===== src/rtl/gate_exerciser_pkg.sv =====
// Shared types and golden model for the basic-gate exerciser.
// Latency: n/a (types, constants and a pure function only).
// Backpressure: n/a.
package gate_exerciser_pkg;

    typedef enum logic [1:0] {
        ST_IDLE   = 2'd0,
        ST_SETTLE = 2'd1,
        ST_CHECK  = 2'd2,
        ST_DONE   = 2'd3
    } state_e;

    // Bit positions of each gate output within resp_in / fail_vec.
    localparam int AND_IDX   = 0;
    localparam int OR_IDX    = 1;
    localparam int XOR_IDX   = 2;
    localparam int NAND_IDX  = 3;
    localparam int NOR_IDX   = 4;
    localparam int XNOR_IDX  = 5;
    localparam int NOT_A_IDX = 6;
    localparam int NOT_B_IDX = 7;

    // Golden truth table of the two-input gate block for one input vector.
    function automatic logic [7:0] gate_expected(input logic a, input logic b);
        logic [7:0] v;
        v            = '0;
        v[AND_IDX]   = a & b;
        v[OR_IDX]    = a | b;
        v[XOR_IDX]   = a ^ b;
        v[NAND_IDX]  = ~(a & b);
        v[NOR_IDX]   = ~(a | b);
        v[XNOR_IDX]  = ~(a ^ b);
        v[NOT_A_IDX] = ~a;
        v[NOT_B_IDX] = ~b;
        return v;
    endfunction

endpackage


===== src/rtl/gate_exerciser.sv =====
// Sweeps a,b over 00,01,10,11 (ITERATIONS times), compares gate outputs to golden.
// Latency: 4*ITERATIONS*(SETTLE_CYCLES+1) cycles from start acceptance to done pulse.
// Backpressure: none; start is only sampled in IDLE. Option: GATE_EXERCISER_STOP_ON_FAIL_EN.
module gate_exerciser
    import gate_exerciser_pkg::*;
#(
    parameter int SETTLE_CYCLES = 2,
    parameter int ITERATIONS    = 1,
    parameter int ERR_W         = 8
) (
    input  logic             clk,
    input  logic             rst,
    input  logic             start,
    output logic             a,
    output logic             b,
    input  logic [7:0]       resp_in,
    output logic             busy,
    output logic             done,
    output logic             pass,
    output logic [ERR_W-1:0] err_count,
    output logic [7:0]       fail_vec
);

    localparam int CNT_W  = (SETTLE_CYCLES > 1) ? $clog2(SETTLE_CYCLES) : 1;
    localparam int ITER_W = (ITERATIONS > 1) ? $clog2(ITERATIONS) : 1;
    localparam logic [CNT_W-1:0]  CNT_LAST   = CNT_W'(SETTLE_CYCLES - 1);
    localparam logic [ITER_W-1:0] SWEEP_LAST = ITER_W'(ITERATIONS - 1);

    if (SETTLE_CYCLES < 1) begin : g_bad_settle
        $error("gate_exerciser: SETTLE_CYCLES must be >= 1");
    end
    if (ITERATIONS < 1) begin : g_bad_iter
        $error("gate_exerciser: ITERATIONS must be >= 1");
    end

    state_e            state_q, state_d;
    logic [CNT_W-1:0]  cnt_q, cnt_d;
    logic [1:0]        idx_q, idx_d;
    logic [ITER_W-1:0] sweep_q, sweep_d;
    logic [ERR_W-1:0]  err_q, err_d;
    logic [7:0]        fail_q, fail_d;
    logic              pass_q, pass_d;
    logic [7:0]        mismatch;
    logic              run_end;

    // The vector index is the stimulus itself: {a,b} = idx.
    assign a         = idx_q[1];
    assign b         = idx_q[0];
    assign busy      = (state_q == ST_SETTLE) || (state_q == ST_CHECK);
    assign done      = (state_q == ST_DONE);
    assign pass      = pass_q;
    assign err_count = err_q;
    assign fail_vec  = fail_q;

    // State and result registers; reset aborts any run without a done pulse.
    always_ff @(posedge clk) begin
        if (rst) begin
            state_q <= ST_IDLE;
            cnt_q   <= '0;
            idx_q   <= '0;
            sweep_q <= '0;
            err_q   <= '0;
            fail_q  <= '0;
            pass_q  <= 1'b0;
        end else begin
            state_q <= state_d;
            cnt_q   <= cnt_d;
            idx_q   <= idx_d;
            sweep_q <= sweep_d;
            err_q   <= err_d;
            fail_q  <= fail_d;
            pass_q  <= pass_d;
        end
    end

    // Next-state logic: settle timing, compare, saturating error count, sticky flags.
    always_comb begin
        state_d  = state_q;
        cnt_d    = cnt_q;
        idx_d    = idx_q;
        sweep_d  = sweep_q;
        err_d    = err_q;
        fail_d   = fail_q;
        pass_d   = pass_q;
        mismatch = resp_in ^ gate_expected(idx_q[1], idx_q[0]);
        run_end  = 1'b0;

        case (state_q)
            ST_IDLE: begin
                if (start) begin
                    state_d = ST_SETTLE;
                    cnt_d   = '0;
                    idx_d   = '0;
                    sweep_d = '0;
                    err_d   = '0;
                    fail_d  = '0;
                    pass_d  = 1'b0;
                end
            end
            ST_SETTLE: begin
                if (cnt_q == CNT_LAST) begin
                    state_d = ST_CHECK;
                    cnt_d   = '0;
                end else begin
                    cnt_d = cnt_q + CNT_W'(1);
                end
            end
            ST_CHECK: begin
                if (|mismatch) begin
                    err_d  = (&err_q) ? err_q : err_q + ERR_W'(1);
                    fail_d = fail_q | mismatch;
                end
                run_end = (idx_q == 2'd3) && (sweep_q == SWEEP_LAST);
`ifdef GATE_EXERCISER_STOP_ON_FAIL_EN
                // First failing vector ends the run and stays on a,b for debug.
                run_end = run_end || (|mismatch);
`endif
                if (run_end) begin
                    state_d = ST_DONE;
                    pass_d  = (err_d == '0);
                end else begin
                    state_d = ST_SETTLE;
                    idx_d   = idx_q + 2'd1;
                    if (idx_q == 2'd3) begin
                        sweep_d = sweep_q + ITER_W'(1);
                    end
                end
            end
            ST_DONE: begin
                state_d = ST_IDLE;
            end
            default: begin
                state_d = ST_IDLE;
            end
        endcase
    end

endmodule

===== config.mk =====
export PLATFORM = sky130hd
export DESIGN_NAME = gate_exerciser
export DESIGN_NICKNAME = d
export VERILOG_FILES = /design/src/rtl/gate_exerciser_pkg.sv /design/src/rtl/gate_exerciser.sv
export SDC_FILE = /design/constraint.sdc
export NUM_CORES = 1
export LEC_CHECK = 0
export CELL_PAD_IN_SITES_DETAIL_PLACEMENT = 0
export CELL_PAD_IN_SITES_GLOBAL_PLACEMENT = 1
export CORE_MARGIN = 2
export CORE_UTILIZATION = 36
export DETAILED_ROUTE_END_ITERATION = 8
export GPL_ROUTABILITY_DRIVEN = 1
export PLACE_DENSITY_LB_ADDON = 0.1
export RECOVER_POWER = 100
export SETUP_SLACK_MARGIN = 0.1
export SLEW_MARGIN = 0
export SYNTH_ARGS = -nofsm -noshare
export SYNTH_HDL_FRONTEND = slang
export SYNTH_SLANG_ARGS = --single-unit

===== constraint.sdc =====
create_clock -name clk -period 2.9 [get_ports clk]
set_input_delay 0.435 -clock clk [delete_from_list [all_inputs] [get_ports clk]]
set_output_delay 0.435 -clock clk [all_outputs]
set_load 0.1 [all_outputs]

==> After elaboration in Yosys (flattened, before gate mapping) <==
Cells that the tools add are included.
{ "totals": {"out_inout_bits": 21, "register_bits": 23, "inputBits": 11} }
{ "op_classes": {"n_eq_ne": 10, "add_sub_neg": 4, "n_reduce_logical": 15, "muxes": 22, "bitwise_logic": 11} }
{ "op_table": {"columns": ["cell", "count"], "rows": [
  ["two-way mux 8 bit", 5],
  ["one-hot mux 8 bit (2 select lines)", 2],
  ["two-way mux 2 bit", 5],
  ["AND reduction 3 bit", 3],
  ["adder 8 x 1 -> 8 bit, second input constant", 1],
  ["logical NOT 8 bit", 1],
  ["OR 8 bit", 1],
  ["one-hot mux 2 bit (4 select lines)", 1],
  ["AND reduction 8 bit", 1],
  ["OR reduction 8 bit", 1],
  ["bitwise XOR 8 bit", 1],
  ["equality test 2 bit, second input constant", 3],
  ["inequality test 2 x 1 -> 1 bit, second input constant", 3],
  ["inequality test 2 bit, second input constant", 3],
  ["NOT 1 bit", 6],
  ["one-hot mux 1 bit (2 select lines)", 3],
  ["AND reduction 2 bit", 3],
  ["two-way mux 1 bit", 5],
  ["one-hot mux 2 bit (2 select lines)", 1],
  ["AND reduction 4 bit", 1],
  ["nonzero test 2 bit", 2],
  ["adder 1 bit, second input constant", 2],
  ["adder 2 x 1 -> 2 bit, second input constant", 1],
  ["equality test 2 x 1 -> 1 bit, second input constant", 1],
  ["6 further kinds", 6]
]} }

==> Logic depth before layout (Yosys ltp) <==
{ "depth": {"word_depth": 9, "ltp_mapped": 9, "ltp_nobuf": 8} }

==> Worst setup path before layout <==
OpenSTA, ideal clock, no wires.
{ "synth_path": {"path_kind": "reg-to-reg", "start": "reg idx_q[1]", "end": "reg pass_q (netlist: pass)", "setup_ps": 88, "required_time_ps": 2812, "synth_period_minus_slack_ps": 2961, "t_arrival_ps": 2874, "setup_slack_ps": -61, "stages_incl_launch_ff": 10, "path_cell_list": "dfxtp_1 > inv_1 > ha_1 > or3b_1 > a211oi_2 > and2_1 > buf_6 > nor2_2 > mux2_4 > o31ai_1"} }
{ "synth_between": {"elab_chain_cells": 9, "elab_cells_between_ends": 18, "classes_between": "2 x eq/ne; 4 x mux; 8 x bitwise; 4 x reduce/logical"} }
{ "synth_lines": {"columns": ["item", "line", "rtl"], "rows": [
  ["from (decl)", "gate_exerciser.sv:38", "logic [1:0] idx_q, idx_d;"],
  ["from (signal assigned)", "gate_exerciser.sv:68", "idx_q <= idx_d;"],
  ["AND 1 bit (tied with other cells)", "gate_exerciser_pkg.sv:27, gate_exerciser_pkg.sv:30", null],
  ["NOT 1 bit (on tied branches)", "gate_exerciser_pkg.sv:30, gate_exerciser_pkg.sv:31, gate_exerciser_pkg.sv:32", null],
  ["bitwise XOR 8 bit", "gate_exerciser.sv:85", "mismatch = resp_in ^ gate_expected(idx_q[1], idx_q[0]);"],
  ["OR reduction 8 bit", "gate_exerciser.sv:109", "if (|mismatch) begin"],
  ["two-way mux 8 bit", "gate_exerciser.sv:109", null],
  ["two-way mux 8 bit", "gate_exerciser.sv:88", "case (state_q)"],
  ["logical NOT 8 bit", "gate_exerciser.sv:120", "pass_d = (err_d == '0);"],
  ["two-way mux 1 bit", "gate_exerciser.sv:118", "if (run_end) begin"],
  ["one-hot mux 1 bit (2 select lines)", "gate_exerciser.sv:88", null],
  ["to (signal assigned)", "gate_exerciser.sv:72", "pass_q <= pass_d;"],
  ["to (decl)", "gate_exerciser.sv:42", "logic pass_q, pass_d;"]
]} }
Parallel ways exist; a longest one is shown, timed or not. The select of a mux whose other input is x is not followed.
A chain may end at the register's enable or synchronous reset.

==> Worst setup path in the final report <==
Ends and elaborated chain as after synthesis.

==> impl_results.md <==
- Status: finished clean
- Die outline area: 4241 sq um
- Post-synthesis async set-or-reset flop share: 0%
- Maximum fanout along the worst path: 6
- Setup TNS Final: 0 ns
- Synth Net Count: 185
- Longest Clk Path Bufs: 2
- Via count: 1,288
- Relative slew slack: 21.95%
- Critical path class: reg -> reg
- Max-slew violations: 0
- Initial antenna violation count: 0
- Cell Area, Placed: 1632 sq um
- Largest area contributor in the netlist: dfxtp_1
- Clock skew: 0.004951 ns
- Worst-margin pin slew: 1.176 ns
- Post-Syn Area: 1345 sq um
- GP Congestion: 0.8648
- Buffers on Ports: 31
- Crit path DAT: 2.71 ns
- Endpoint, Worst Hold: fail_vec[1]
- Setup violators final: 0
- Top_reg_cell synth: dfxtp_1
- DP HPWL: 2.552 mm
- Number of global-route vias before repair: 1,182
- Nature of the critical path endpoint: register
- Overflow after GRT: 0
- Die Width: 65.13 um
- Hold Crit Class: reg -> reg
- Most frequent cells in the layout: nor2_1, clkbuf_1, dfxtp_1, a21oi_1, nand2_1
- DR vias/cell: 5.257
- Hold Startpoint: fail_vec[1]
- Mean Syn Cell Area: 8.054 sq um
- Tcrit/Tclk final: 86.94%
- Req. time, crit path: 3.09 ns
- Final ANT Viol Nets: 0
- Layout cells sized above 1: 5.584%
- Final std cell area, no fill: 1590 sq um
- Leakage: 0.0005768 uW
- Pwr dens: 783.1 nW/um^2
- PostCTS Resize Cnt: 0
- R2r setup slk: 0.38 ns
- Tmin final: 2.521 ns
- Post-synth EDFFs: 0
- Post-route DRC: 0
- Clock transition at path regs: 0.09 ns
- Core Area: 3633 sq um
- Max-Cap Viols: 0
- DRT Wirelength: 3.327 mm
- Clock root cell: clkbuf_8
- Sink Count: 23
- Reg-to-reg startpoint: idx_q[1]
- Crit path buffers/inverters: 1
- Avg WL per Cell: 13.58 um
- Hold Buf Count CTS: 0
- H-tree depth: 1
- Area added between synthesis and finish: 18.23%
- Final hold vios: 0
- Most common cell after layout, fill and taps aside: nor2_1
- Starting Density: 37.02%
- Delay-heaviest family, CP: simple AND/OR/NAND/NOR gates
- Largest cells by area after synthesis: dfxtp_1, a21oi_1, nor2_1
- Initial DRT Pass Iterations: 4
- Warnings, synthesis: 0
- Inserted Clock Buffers: 3
- Number of I/O pins: 32
- RR Endpoint: pass
- Distinct cells, synth: 43
- Hold path cells: 2
- FMAX: 396.6 MHz
- Seq/Total Area, Yosys: 34.23%
- Crit path cell chain: inv_1, ha_1, or3b_1, a211oi_2, and2_0, nor2_1, mux2_4, o31ai_1
- Die height: 65.13 um
- Worst skew pair latency: 0.27 ns
- Area share of the largest cell type after synthesis: 34.23%
- Fill cells: 409
- Antenna cells: 0
- Total global-route track usage: 17.00%
- Worst path slowest cell: dfxtp_2
- TritonCTS clock tree: yes
- Pin count of the biggest net entering global routing: 17
- RSZ-0062 raised after global routing: false
- VDD IR max: 0.4912 mV
- Worst R2R Path Depth: 8
- Nets: 216
- Initial DRC count: 109
- Post-synthesis register bit count: 23
- Post-CTS setup buffers: 0
- Max stage delay on crit path: 0.39 ns
- Startpoint Class: register
- Global-route wire length before repair: 5.658 mm
- Cells after Synth: 167
- Rows: 22
-- flip-flops by register name, indices dropped and copies added (netlist names) --
name / cells
state_q: 2
idx_q: 2
cnt_q: 1
err_count: 8
pass: 1
sweep_q: 1
fail_vec: 8
-- per-stage QoR --
step           util, %  hold slack, ns  total power [uW]  setup slack, ns  instances
5_1_grt          43.77          0.5062              1326           0.1799        245
6_report         43.77          0.4737              1245           0.3787        245
3_5_place_dp     44.90          0.4602              1092           0.3594        241
2_1_floorplan        -          0.4615             936.4           0.2878        167
4_1_cts          46.14          0.4844              1296           0.4717        245
3_3_place_gp     44.90          0.4554              1086           0.4133        241
-- worst max-delay path by stage --
stage / depth (start not counted) / to / startpoint
after detailed placement: 7 / pass / resp_in[5]
final: 8 / pass / idx_q[1]
after floorplan: 9 / pass / idx_q[1]
after global placement: 7 / pass / resp_in[5]
after CTS: 8 / pass / idx_q[1]
after global routing: 8 / pass / idx_q[1]
-- area by class of cell --
class	instances	area, sq um	area share [%]
well taps	48	60.06	3.777
inverters	9	33.78	2.124
multi-input cells	128	798.3	50.20
repair buffers	33	190.2	11.96
clock buffers	4	45.04	2.832
flip-flops and latches	23	462.9	29.11
-- worst register-to-register path: cells and delay by family, from the launching register on --
kind,cells,cell delay (ns)
fa+ha+maj,1,0.38
compound gates,2,0.46
simple gates,3,0.85
mux,1,0.31
buf+inv,1,0.06
flops,1,0.39
-- Yosys cell counts (4+ instances only) --
library cell  count
clkbuf_1          4
a21oi_1          19
nor2_1           25
xor2_1            5
nand3_1           4
xnor2_1           5
ha_1              7
dfxtp_1          23
nand2_1          11
nor3_1            9
inv_1             9
-- layer usage --
metal / vias to the layer above / routed length, um / track usage, %
li1: 658 / - / -
met1: 597 / 1656 / 24.12
met2: 29 / 1516 / 26.80
met3: 4 / 126 / 2.740
met4: 0 / 28 / 4.688
met5: - / 0 / 0
-- power by group --
group / internal [uW] / switching [uW]
Clock: 98.2 / 107
Sequential: 360 / 35.6
Combinational: 135 / 510
Total: 592 / 653
-- kinds of logic after synthesis --
family,share of synthesized area [%]
compound gates,21.40
xor+xnor,6.511
fa+ha+maj,6.511
buf+inv,6.139
flops,34.23
mux,1.116
simple gates,24.09
Note: power is estimated with default switching activity, not from simulation.
